**config.mk**
```make
export PLATFORM = sky130hd
export DESIGN_NAME = joypad_reader
export DESIGN_NICKNAME = d
export VERILOG_FILES = /design/src/rtl/joypad_reader.sv
export SDC_FILE = /design/constraint.sdc
export NUM_CORES = 1
export LEC_CHECK = 0
export CAP_MARGIN = 10
export CELL_PAD_IN_SITES_DETAIL_PLACEMENT = 1
export CELL_PAD_IN_SITES_GLOBAL_PLACEMENT = 2
export CORE_MARGIN = 2
export CORE_UTILIZATION = 39
export DETAILED_ROUTE_END_ITERATION = 8
export PLACE_DENSITY = 0.91
export SETUP_SLACK_MARGIN = 0.4
export SLEW_MARGIN = 15
export SYNTH_ARGS = -nofsm -noshare
export SYNTH_HDL_FRONTEND = slang
export SYNTH_SLANG_ARGS = --single-unit
```
**constraint.sdc**
```tcl
create_clock -name clk -period 3.6 [get_ports clk]
set_clock_uncertainty 0.15 [all_clocks]
set_input_delay 0.72 -clock clk [delete_from_list [all_inputs] [get_ports clk]]
set_output_delay 0.72 -clock clk [all_outputs]
set_load 0.03 [all_outputs]
```
**src/rtl/joypad_reader.sv**
```systemverilog
// joypad_reader: host-side reader for an NES/SNES-style serial gamepad.
// Every POLL_CYCLES clocks, or on poll_req, it pulses pad_latch, clocks BITS
// buttons out of the pad on pad_clk, samples the active-low pad_data line and
// presents the word active-high on buttons with a one-cycle valid strobe.
// Optional feature: define JOYPAD_DEBOUNCE_EN to accept a word only when two
// consecutive frames agree (a raw-word register holds the previous frame).

module joypad_reader #(
    parameter int FREQ        = 37_800_000,
    parameter int POLLRATE    = 60,
    parameter int HALF_CYCLES = FREQ / 166_667,
    parameter int BITS        = 8
) (
    input  logic            clk,
    input  logic            reset,
    input  logic            poll_req,
    input  logic            pad_data,
    output logic            pad_latch,
    output logic            pad_clk,
    output logic [BITS-1:0] buttons,
    output logic            valid,
    output logic            busy
);

    localparam int POLL_CYCLES = FREQ / POLLRATE;
    localparam int TW          = $clog2(POLL_CYCLES);
    localparam int BW          = $clog2(BITS + 1);
    localparam int PW          = $clog2(2 * HALF_CYCLES);

    localparam logic [TW-1:0] TIMER_LAST = TW'(POLL_CYCLES - 1);
    localparam logic [PW-1:0] LATCH_LAST = PW'(2 * HALF_CYCLES - 1);
    localparam logic [PW-1:0] HALF_LAST  = PW'(HALF_CYCLES - 1);
    localparam logic [BW-1:0] BIT_LAST   = BW'(BITS - 1);

    typedef enum logic [2:0] {
        IDLE,
        LATCH,
        LOW,
        HIGH,
        DONE
    } state_t;

    state_t          state, state_next;
    logic [PW-1:0]   phase, phase_next;
    logic [BW-1:0]   bit_cnt, bit_next;
    logic [TW-1:0]   timer;
    logic            sync_q1, sync_q2;
    logic [BITS-1:0] shift_q;
    logic            start_req;
    logic            sample_now;
    logic            frame_end;
    logic            latch_next, pad_clk_next, valid_next, busy_next;

    // Two-flop synchronizer for the asynchronous pad data line.
    always_ff @(posedge clk) begin
        // NOTE: sequential state uses non-blocking assignments so every flop
        // samples the pre-edge value, regardless of statement order.
        if (reset) begin
            sync_q1 <= 1'b1;
            sync_q2 <= 1'b1;
        end else begin
            sync_q1 <= pad_data;
            sync_q2 <= sync_q1;
        end
    end

    // Free-running poll timer; a frame is requested as it wraps.
    always_ff @(posedge clk) begin
        if (reset) begin
            timer <= '0;
        end else if (timer == TIMER_LAST) begin
            timer <= '0;
        end else begin
            timer <= timer + 1'b1;
        end
    end

    assign start_req  = (timer == TIMER_LAST) || poll_req;
    assign sample_now = (state == LOW) && (phase == '0);
    assign frame_end  = (state == HIGH) && (phase == HALF_LAST) && (bit_cnt == BIT_LAST);

    // Next-state, phase/bit counters and next output values.
    always_comb begin
        // NOTE: every signal gets a default before the case, so no path can
        // leave one unassigned and infer a latch.
        state_next = state;
        phase_next = phase + 1'b1;
        bit_next   = bit_cnt;

        case (state)
            IDLE: begin
                phase_next = '0;
                // Requests seen in any other state are dropped, not queued.
                if (start_req) begin
                    state_next = LATCH;
                end
            end
            LATCH: begin
                if (phase == LATCH_LAST) begin
                    state_next = LOW;
                    phase_next = '0;
                    bit_next   = '0;
                end
            end
            LOW: begin
                if (phase == HALF_LAST) begin
                    state_next = HIGH;
                    phase_next = '0;
                end
            end
            HIGH: begin
                if (phase == HALF_LAST) begin
                    phase_next = '0;
                    bit_next   = bit_cnt + 1'b1;
                    state_next = (bit_cnt == BIT_LAST) ? DONE : LOW;
                end
            end
            DONE: begin
                state_next = IDLE;
                phase_next = '0;
            end
            default: begin
                state_next = IDLE;
                phase_next = '0;
            end
        endcase

        // Outputs are registered from the next state so the pad pins never glitch.
        latch_next   = (state_next == LATCH);
        pad_clk_next = (state_next != LOW);
        valid_next   = (state_next == DONE);
        busy_next    = (state_next != IDLE);
    end

    // State register and registered pad/handshake outputs.
    always_ff @(posedge clk) begin
        if (reset) begin
            state     <= IDLE;
            phase     <= '0;
            bit_cnt   <= '0;
            pad_latch <= 1'b0;
            pad_clk   <= 1'b1;
            valid     <= 1'b0;
            busy      <= 1'b0;
        end else begin
            state     <= state_next;
            phase     <= phase_next;
            bit_cnt   <= bit_next;
            pad_latch <= latch_next;
            pad_clk   <= pad_clk_next;
            valid     <= valid_next;
            busy      <= busy_next;
        end
    end

    // Capture bit k (inverted to active-high) on the first cycle of its LOW phase.
    always_ff @(posedge clk) begin
        // NOTE: every shift bit is rewritten before use each frame; the reset
        // only keeps the register free of X before the first frame.
        if (reset) begin
            shift_q <= '0;
        end else if (sample_now) begin
            for (int i = 0; i < BITS; i++) begin
                if (bit_cnt == BW'(i)) begin
                    shift_q[i] <= ~sync_q2;
                end
            end
        end
    end

`ifdef JOYPAD_DEBOUNCE_EN
    logic [BITS-1:0] raw_q;

    // Load buttons at the end of the last HIGH phase (visible in DONE) only
    // when this frame matches the previous raw frame.
    always_ff @(posedge clk) begin
        if (reset) begin
            raw_q   <= '0;
            buttons <= '0;
        end else if (frame_end) begin
            raw_q <= shift_q;
            if (shift_q == raw_q) begin
                buttons <= shift_q;
            end
        end
    end
`else
    // Load buttons at the end of the last HIGH phase so they are visible in DONE.
    always_ff @(posedge clk) begin
        if (reset) begin
            buttons <= '0;
        end else if (frame_end) begin
            buttons <= shift_q;
        end
    end
`endif

endmodule

```
==> flow_summary.yaml <==
power:
  p_comb_share_pct: 3.2
  internal-power_w: 0.00116
  static-leakage-power_nw: 1.08
  ir_drop_mv: 0.358
  swShare_pct: 19.8
  power_switching_w: 0.000287
  p_seq_share_pct: 45.3
  power.total_w: 0.00145
  power.density_mw_per_mm2: 479
  power.clock.fraction_pct: 51.5
placed_design:
  final_estimated_routing_congestion_in_global_placement: 0.771
  detailed_place_hpwl_um: 4040
  port_buffers: 15
  placement.cell_area_mm2: 0.00278
  numPlacedInstances: 364
route:
  drt-total-wl_um: 5520
  dr.first_iter.drc_count: 45
  routedWlPerCell_um: 14.5
  dr.max_layer_used: "met4"
  final_antenna_net_count: 0
  drcViolationCount: 0
  via_count: 1948
  first_pass_iteration_count_of_the_detailed_router: 4
  routedLengthMet1_um: 2760
  met3_wirelength_um: 138
  route.met2.wl_um: 2530
  avgViaCountPerCell: 5.13
worst_setup_path:
  critPathArrivalTime_ns: 2.34
  r2r_end: "busy$_SDFF_PP0_"
  ff2ff_path_depth: 6
  crit_start: "phase[0]$_SDFF_PP0_"
  worstSetupEndpointType: "register"
  worstSetupPathType: "reg -> reg"
  critical_path_peak_fanout: 7
  timing.reg2reg.setup_slack_ns: 1.29
  crit_end: "busy$_SDFF_PP0_"
  rr_startpoint: "phase[0]$_SDFF_PP0_"
  cp.required_ns: 3.63
  start_kind: "register"
floorplanning:
  fp.dieH_um: 84.5
  core_region_area_mm2: 0.00631
  floorplan.die_area_mm2: 0.00715
  floorplan.initialDensity_pct: 40.1
  fp-row-count: 29
  boundaryPins: 16
  die_w_um: 84.5
sta:
  fin_crit_ns: 2.31
  setup_viol: 0
  slew_at_the_pin_with_the_worst_max_slew_slack_ns: 0.615
  final_number_of_max_transition_violations: 0
  timing.slew.headroom_pct: 58.9
  finalSetupTns_ns: 0
  final_hold_fails: 0
  final_min_period_over_clock_period_pct: 64.1
  rsz0062_at_grt: "false"
  achievable-frequency_ghz: 0.433
finish:
  fin_cells: 380
  design_area_mm2: 0.00303
  layout-drive-gt1-share_pct: 9.90
  finalCoreUtilization_pct: 48.0
  finalNetCount: 310
  layout-area-overhead-vs-synth_pct: 19.7
  n_antenna_cell: 0
global_routing:
  grt_pass1_vias: 1932
  grt_pass1_wl_um: 9370
  grt_antenna_before_repair: 0
  global_route.usage.total_pct: 16.5
  grt_start_max_net_pins: 21
  grt_overflow_total: 0
yosys:
  synth_area_mm2: 0.00253
  yosys_warnings: 0
  async_flop_share_pct: 0
  post_synth_edffs: 0
  post_synth_inst_count: 275
  syn_nets: 287
  avgSynthCellArea_um2: 9.20
  synth_cell_type_count: 46
  yosys_most_used_dff: "sky130_fd_sc_hd__dfxtp_1"
  yosysSeqAreaShare_pct: 45.9
  register_bit_total_from_synthesis: 58
min_path:
  min-delay-path-class: "reg -> reg"
clock_tree:
  cts.repair_timing.setup_buffer_count: 0
  path_clk_slew_ns: 0.06
  clock_tree.buffer_depth: 2
  cts_made_buffers: 9
  clkSinkCount: 58
  clk_latency_ns: 0.33
  tritoncts: "built"
  cts-htree-levels: 3
  postCtsResizedCells: 0
  ctsHoldBuffers: 0
  clock_root_cell: "sky130_fd_sc_hd__clkbuf_8"
flow_run:
  maxCapViolations: 0
status:
  run_status: "finished clean"
## critical path: stages (launching register included)
cell and delay, ns:
sky130_fd_sc_hd__dfxtp_1 0.40, sky130_fd_sc_hd__ha_1 0.24, sky130_fd_sc_hd__nand4_1 0.16, sky130_fd_sc_hd__nor3_1 0.25, sky130_fd_sc_hd__o21ai_1 0.23, sky130_fd_sc_hd__a211oi_1 0.56, sky130_fd_sc_hd__a31oi_1 0.17
## cells in the mapped netlist (2+ instances only)
cell	count	share of area [%]
sky130_fd_sc_hd__nor2_1	37	5.5
sky130_fd_sc_hd__nor2b_1	3	0.74
sky130_fd_sc_hd__a22o_1	8	2.8
sky130_fd_sc_hd__a211o_1	2	0.69
sky130_fd_sc_hd__or4_1	4	1.2
sky130_fd_sc_hd__nand2b_1	2	0.49
sky130_fd_sc_hd__mux2i_1	8	3.2
sky130_fd_sc_hd__clkbuf_1	4	0.59
sky130_fd_sc_hd__or4b_1	4	1.6
sky130_fd_sc_hd__and3_1	3	0.74
sky130_fd_sc_hd__buf_2	2	0.40
sky130_fd_sc_hd__or3_1	3	0.74
sky130_fd_sc_hd__a211oi_1	2	0.59
sky130_fd_sc_hd__nor3_1	11	2.2
sky130_fd_sc_hd__nand4_1	2	0.49
sky130_fd_sc_hd__dfxtp_1	58	46
sky130_fd_sc_hd__ha_1	8	4.0
sky130_fd_sc_hd__inv_1	12	1.8
sky130_fd_sc_hd__nand2_1	25	3.7
sky130_fd_sc_hd__xor2_1	6	2.1
sky130_fd_sc_hd__nor4_1	5	1.2
sky130_fd_sc_hd__or2_2	3	0.74
sky130_fd_sc_hd__o21ai_0	5	0.99
sky130_fd_sc_hd__xnor2_1	18	6.2
sky130_fd_sc_hd__nand3_1	15	3.0
sky130_fd_sc_hd__a21oi_1	5	0.99
## placed cells by master (no fill, tap or decap), types with 4 or more instances in the layout
cell,instances
sky130_fd_sc_hd__ha_1,8
sky130_fd_sc_hd__xor2_1,6
sky130_fd_sc_hd__nor2_1,37
sky130_fd_sc_hd__or4_1,4
sky130_fd_sc_hd__nand3_1,15
sky130_fd_sc_hd__xnor2_1,18
sky130_fd_sc_hd__clkdlybuf4s50_1,15
sky130_fd_sc_hd__o21ai_0,4
sky130_fd_sc_hd__buf_4,4
sky130_fd_sc_hd__a22o_1,8
sky130_fd_sc_hd__clkbuf_8,11
sky130_fd_sc_hd__nor3_1,11
sky130_fd_sc_hd__mux2i_1,8
sky130_fd_sc_hd__nor4_1,5
sky130_fd_sc_hd__dfxtp_1,58
sky130_fd_sc_hd__a21oi_1,5
sky130_fd_sc_hd__inv_1,12
sky130_fd_sc_hd__or4b_1,4
sky130_fd_sc_hd__nand2_1,25
## sequential cells by signal, indices dropped and copies added, names as in the netlist
signal / flops
pad_clk: 1
bit_cnt: 4
shift_q: 8
sync_q1: 1
sync_q2: 1
buttons: 8
state: 3
valid: 1
pad_latch: 1
phase: 9
timer: 20
busy: 1
## kinds of logic after synthesis
logic type	count (synthesis)	synth area share [%]
and+or+nand+nor	128	27.4
DFF	58	45.9
AOI/OAI and AO/OA	29	8.16
xor gates and xnor gates	24	8.31
buffers and inverters	20	3.07
muxes	8	3.17
adders and majority gates	8	3.96
## worst min-delay path by stage
stage | slack (ns) | startpoint | end | depth (start not counted)
detailed placement | 0.26 | sync_q1$_SDFF_PP1_ | sync_q2$_SDFF_PP1_ | 1
finish | 0.27 | sync_q1$_SDFF_PP1_ | sync_q2$_SDFF_PP1_ | 1
CTS | 0.28 | sync_q1$_SDFF_PP1_ | sync_q2$_SDFF_PP1_ | 1
floorplan | 0.24 | sync_q1$_SDFF_PP1_ | sync_q2$_SDFF_PP1_ | 1
global route | 0.30 | sync_q1$_SDFF_PP1_ | sync_q2$_SDFF_PP1_ | 1
global placement | 0.24 | sync_q1$_SDFF_PP1_ | sync_q2$_SDFF_PP1_ | 1
## through the flow
step | hold WS, ns | worst slack, ns
4_1_cts | 0.280 | 1.26
3_3_place_gp | 0.242 | 1.18
5_1_grt | 0.296 | 1.05
6_report | 0.274 | 1.29
2_1_floorplan | 0.239 | 1.54
3_5_place_dp | 0.265 | 1.15
## layer usage
layer	GRT usage, %	up-vias
met5	0	-
met4	8.23	0
met3	3.15	7
met2	25.4	27
met1	22.2	915
li1	-	999
## power groups by stage
stage          Combinational, W  Sequential (W)  Clock (W)
5_1_grt               0.0000512        0.000658   0.000799
6_report              0.0000457        0.000657   0.000747
3_3_place_gp          0.0000447        0.000671          0
3_5_place_dp          0.0000465        0.000671          0
2_1_floorplan         0.0000254        0.000673          0
4_1_cts               0.0000468        0.000657   0.000768
## cell type report
type | count | area [um2]
Fill cell | 731 | 3280
Multi-Input combinational cell | 197 | 1290
Sequential cell | 58 | 1160
Timing Repair Buffer | 19 | 180
Clock buffer | 11 | 151
Clock inverter | 5 | 100
Tap cell | 77 | 96.3
Inverter | 13 | 48.8
(Power assumes the default switching activity.)
